==> src/rtl/spi_ram_ctrl.sv <==
// -----------------------------------------------------------------------------
// spi_ram_ctrl
// Command sequencer between the parallel side of an SPI slave and an internal
// single-port byte RAM. Each 10-bit frame carries a 2-bit command and an 8-bit
// payload:
//   00 : load write address        10 : load read address
//   01 : write payload to RAM      11 : fetch byte at read address
// Fetched bytes are presented on tx_data with tx_valid held high until the
// next frame arrives, giving the slave time to shift the byte out on MISO.
//
// Ports
//   clk       in   system clock, rising-edge
//   rst_n     in   asynchronous active-low reset
//   rx_data   in   [9:8] command, [7:0] payload
//   rx_valid  in   one-cycle frame strobe
//   tx_data   out  read byte
//   tx_valid  out  read byte valid (level, held until next frame)
//   busy      out  high while a RAM write or fetch is in progress
//   err_drop  out  one-cycle pulse when a frame arrives while busy
// -----------------------------------------------------------------------------
module spi_ram_ctrl #(
  parameter int MEM_DEPTH = 256,
  parameter int ADDR_SIZE = 8,
  parameter int AUTO_INC  = 0
) (
  input  logic       clk,
  input  logic       rst_n,
  input  logic [9:0] rx_data,
  input  logic       rx_valid,
  output logic [7:0] tx_data,
  output logic       tx_valid,
  output logic       busy,
  output logic       err_drop
);

  typedef enum logic [1:0] {
    S_IDLE  = 2'd0,
    S_WRITE = 2'd1,
    S_FETCH = 2'd2,
    S_RESP  = 2'd3
  } state_t;

  state_t                 r_state;
  logic [ADDR_SIZE-1:0]   r_wr_addr;
  logic [ADDR_SIZE-1:0]   r_rd_addr;
  logic [7:0]             r_wdata;
  logic [7:0]             r_tx_data;
  logic                   r_tx_valid;
  logic                   r_err_drop;
  logic [7:0]             r_mem [MEM_DEPTH];

  logic [1:0]             w_cmd;
  logic [7:0]             w_payload;
  logic [ADDR_SIZE-1:0]   w_addr;
  logic                   w_accept;

  assign w_cmd     = rx_data[9:8];
  assign w_payload = rx_data[7:0];
  assign w_addr    = rx_data[ADDR_SIZE-1:0];
  // Frames are decoded only in IDLE and RESP; anything else is dropped.
  assign w_accept  = rx_valid && ((r_state == S_IDLE) || (r_state == S_RESP));

  // Control state, addresses and the registered response outputs.
  always_ff @(posedge clk or negedge rst_n) begin
    if (!rst_n) begin
      r_state    <= S_IDLE;
      r_wr_addr  <= '0;
      r_rd_addr  <= '0;
      r_tx_data  <= 8'h00;
      r_tx_valid <= 1'b0;
      r_err_drop <= 1'b0;
    end else begin
      r_err_drop <= 1'b0;
      case (r_state)
        S_IDLE, S_RESP: begin
          if (rx_valid) begin
            // Any frame releases a held response byte.
            r_tx_valid <= 1'b0;
            case (w_cmd)
              2'b00: begin
                r_wr_addr <= w_addr;
                r_state   <= S_IDLE;
              end
              2'b01: r_state <= S_WRITE;
              2'b10: begin
                r_rd_addr <= w_addr;
                r_state   <= S_IDLE;
              end
              default: r_state <= S_FETCH;
            endcase
          end
        end
        S_WRITE: begin
          if (rx_valid) r_err_drop <= 1'b1;
          if (AUTO_INC != 0) r_wr_addr <= r_wr_addr + 1'b1;
          r_state <= S_IDLE;
        end
        S_FETCH: begin
          if (rx_valid) r_err_drop <= 1'b1;
          r_tx_data  <= r_mem[r_rd_addr];
          r_tx_valid <= 1'b1;
          if (AUTO_INC != 0) r_rd_addr <= r_rd_addr + 1'b1;
          r_state <= S_RESP;
        end
        default: r_state <= S_IDLE;
      endcase
    end
  end

  // Write data is captured only when a write frame is accepted; not reset.
  always_ff @(posedge clk) begin
    if (w_accept && (w_cmd == 2'b01)) r_wdata <= w_payload;
  end

  // RAM write port. State is cleared asynchronously, so a reset during WRITE
  // suppresses the pending write; rst_n gating covers a coincident edge.
  always_ff @(posedge clk) begin
    if (rst_n && (r_state == S_WRITE)) r_mem[r_wr_addr] <= r_wdata;
  end

  assign tx_data  = r_tx_data;
  assign tx_valid = r_tx_valid;
  assign err_drop = r_err_drop;
  assign busy     = (r_state == S_WRITE) || (r_state == S_FETCH);

endmodule
==> config.mk <==
export PLATFORM = sky130hd
export DESIGN_NAME = spi_ram_ctrl
export DESIGN_NICKNAME = d
export VERILOG_FILES = /design/src/rtl/spi_ram_ctrl.sv
export SDC_FILE = /design/constraint.sdc
export NUM_CORES = 2
export LEC_CHECK = 0
export CAP_MARGIN = 0
export CORE_ASPECT_RATIO = 1.1
export CORE_MARGIN = 1
export CORE_UTILIZATION = 63
export CTS_BUF_LIST = sky130_fd_sc_hd__clkbuf_4 sky130_fd_sc_hd__clkbuf_8 sky130_fd_sc_hd__clkbuf_16
export DETAILED_ROUTE_END_ITERATION = 8
export PLACE_DENSITY = 0.79
export RECOVER_POWER = 50
export SLEW_MARGIN = 10
export SYNTH_ARGS = -nofsm -noshare
export SYNTH_HDL_FRONTEND = slang
export SYNTH_SLANG_ARGS = --single-unit
export TNS_END_PERCENT = 10
==> constraint.sdc <==
create_clock -name clk -period 4.4 [get_ports clk]
set_input_delay 0.88 -clock clk [delete_from_list [all_inputs] [get_ports clk]]
set_output_delay 0.88 -clock clk [all_outputs]
set_load 0.1 [all_outputs]
==> metrics.yaml <==
cts_max_path_buffers: 3
async_reset_ff_share_pct: 1.34
core_um2: 127000
num-nets-final: 4212
synth_edf_count: 2056
synth_fp_nets: 4073
ctsHoldBuffers: 0
netlist_instances: 4058
synth_area_leaders: "edfxtp_1, mux4_2, mux2i_1"
p_leak_nw: 28.3
avgSynthCellArea_um2: 20.0
viasPerCell: 7.20
ant_nets: 0
antenna_found_initial: 9
syn_to_final_growth_pct: 10.5
worst_slack_ps: 346
clk_pin_slew_ps: 70
dieHeight_um: 379
clock-sinks: 2084
min_path_cells: 0
synth_flop_cell: "edfxtp_1"
place_hpwl_um: 122000
maxSlewHeadroom_pct: -163
netlist_area_um2: 81300
irDropWorstVdd_mv: 0.487
cts_resized: 0
min_period_ps: 4050
hold_viol: 0
die_w_um: 344
grt_max_degree: 257
gp_routability_congestion: 0.926
crit_type: "reg -> reg"
reg2reg_to: "tx_data[3]"
grt_first_pass_wirelength_um: 296000
max-cap-violations: 20
critPathLaunch: "r_rd_addr[0]"
grt_usage_pct: 32.3
start_util_pct: 63.8
violations: "capacitance limit, slew limit"
drt-pass1-iter-count: 6
routedWlPerCell_um: 34.6
setup-violations-final: 0
ys_types: 61
cts_setup_buffers: 0
ios: 24
max_freq_ghz: 0.247
synth_area_leader_cell: "edfxtp_1"
start_kind: "flip-flop"
cts_tree: "yes"
r2r_cells: 10
hp-class: "reg -> reg"
grt_remaining_overflow: 0
reg2reg_from: "r_rd_addr[0]"
worst_pin_slew_ps: 3940
dr.first_iter.drc_count: 6794
critPathCapture: "tx_data[3]"
layout.cells.non_filler: 6020
p_per_area_nw_per_um2: 617
yosysTopAreaCellShare_pct: 76.0
drc: 0
r2r_slack_ps: 350
numCtsBuffers: 184
pre_cts_ws_ps: 421
clkLatencyLatePin_ps: 830
grt_pass1_vias: 42600
die-area_um2: 130000
worstPathMaxFanout: 41
status: "complete, but fails checks"
timing.final.crit_share_pct: 92.1
required_ps: 5150
crit_path_end_kind: "flip-flop"
fillerInstances: 7039
ys_seq_area_share_pct: 76.8
post-place-cells: 5679
worstPathArrival_ps: 4810
drive_above_1_share_pct: 19.9
ys_ff_latch: 2084
cts_max_level: 4
cts_root_buf: "clkbuf_16"
final_cell_mix: "edfxtp_1, mux4_2, mux2i_1"
tns_ps: 0
vias: 43400
routed_wl_um: 208000
finalClockSkew_ps: 28.5
port_buffers: 23
fin_hold_ws_ps: 529
slew_violations: 2024
layout_commonest_cell: "edfxtp_1"
placement_rows: 137
yosys_warnings: 0
rsz0062_at_grt: "false"
==> through the flow <==
step | power, mW | utilization (%) | instance area, um^2
5_1_grt | 56.5 | 70.5 | 89800
6_report | 55.4 | 70.5 | 89800
3_5_place_dp | 38.4 | 65.7 | 83600
2_1_floorplan | 33.5 | - | 81300
4_1_cts | 55.0 | 70.6 | 89900
3_3_place_gp | 38.1 | 65.7 | 83600
==> synthesized netlist by cell type (all sizes together) (4+ instances only) <==
cell type  instances
nand3b             4
o221ai            63
a311oi             6
o21ai             54
mux2i            329
buf              143
nor4              10
a21oi             61
and4               4
nand3             52
a31oi              7
nand2             75
a22oi             70
clkbuf           105
a221oi             5
and2               9
nor2b             23
a2111oi           33
nor3              27
a22o              12
dfrtp             28
nand4             22
mux4             354
mux2              20
o211ai             5
o22ai             87
nand2b             5
inv               12
edfxtp          2056
nor2             306
a211oi            35
==> area by class of cell <==
type	count	area, um^2	area share [%]
repair buffers	201	1690	1.88
well taps	1668	2090	2.32
multi-input cells	1714	17200	19.1
clock inverters	108	1210	1.35
diodes	1	2.50	0.00279
clock buffers	232	5110	5.69
inverters	12	46.3	0.0516
flip-flops and latches	2084	62500	69.6
==> where the power goes <==
part / total, mW / leakage, nW / internal (mW) / switching, mW
combinational: 15.6 / 6.36 / 5.84 / 9.81
clock: 16.8 / 3.15 / 9.70 / 7.10
sequential: 22.9 / 18.8 / 22.2 / 0.683
==> metal layers <==
layer | track usage, % | share of wire (%) | routed length (um) | vias to the layer above
met4 | 15.6 | 5.4 | 11400 | 14
met1 | 43.0 | 34 | 71000 | 22000
li1 | - | - | - | 17000
met5 | 0 | 0.044 | 91 | -
met3 | 8.07 | 13 | 27000 | 673
met2 | 50.3 | 47 | 99000 | 3629
==> logic make-up after synthesis <==
family	after synthesis	share of synthesized area [%]
DFF	2084	76.8
muxes	703	14.1
and+or+nand+nor	552	3.00
AOI/OAI and AO/OA	457	3.93
buffers and inverters	260	2.06
adders and majority gates	2	0.0308
==> worst min path at each step <==
stage	end	from	slack (ps)
global route	r_mem[245][7]	r_wdata[7]	550
global placement	tx_valid	tx_valid	530
floorplan	r_rd_addr[7]	r_rd_addr[7]	490
finish	r_mem[247][7]	r_wdata[7]	530
detailed placement	tx_valid	tx_valid	530
CTS	err_drop	rst_n	490
==> state kept, by name, summed over array words and instances, names as in the netlist <==
name and count:
tx_data 8, r_rd_addr 8, r_state 2, tx_valid 1
r_mem 2048, err_drop 1, r_wr_addr 8, r_wdata 8
==> critical path, stage by stage, from the launching register on <==
cell and delay (ps):
dfrtp_4 910, buf_4 290, buf_12 300, mux2i_1 190, o221ai_1 320, o21ai_0 270, a22oi_1 520, nand3_1 360
nor4_1 430, buf_4 210, a221o_1 100
Power figures use the tool's default switching activity.
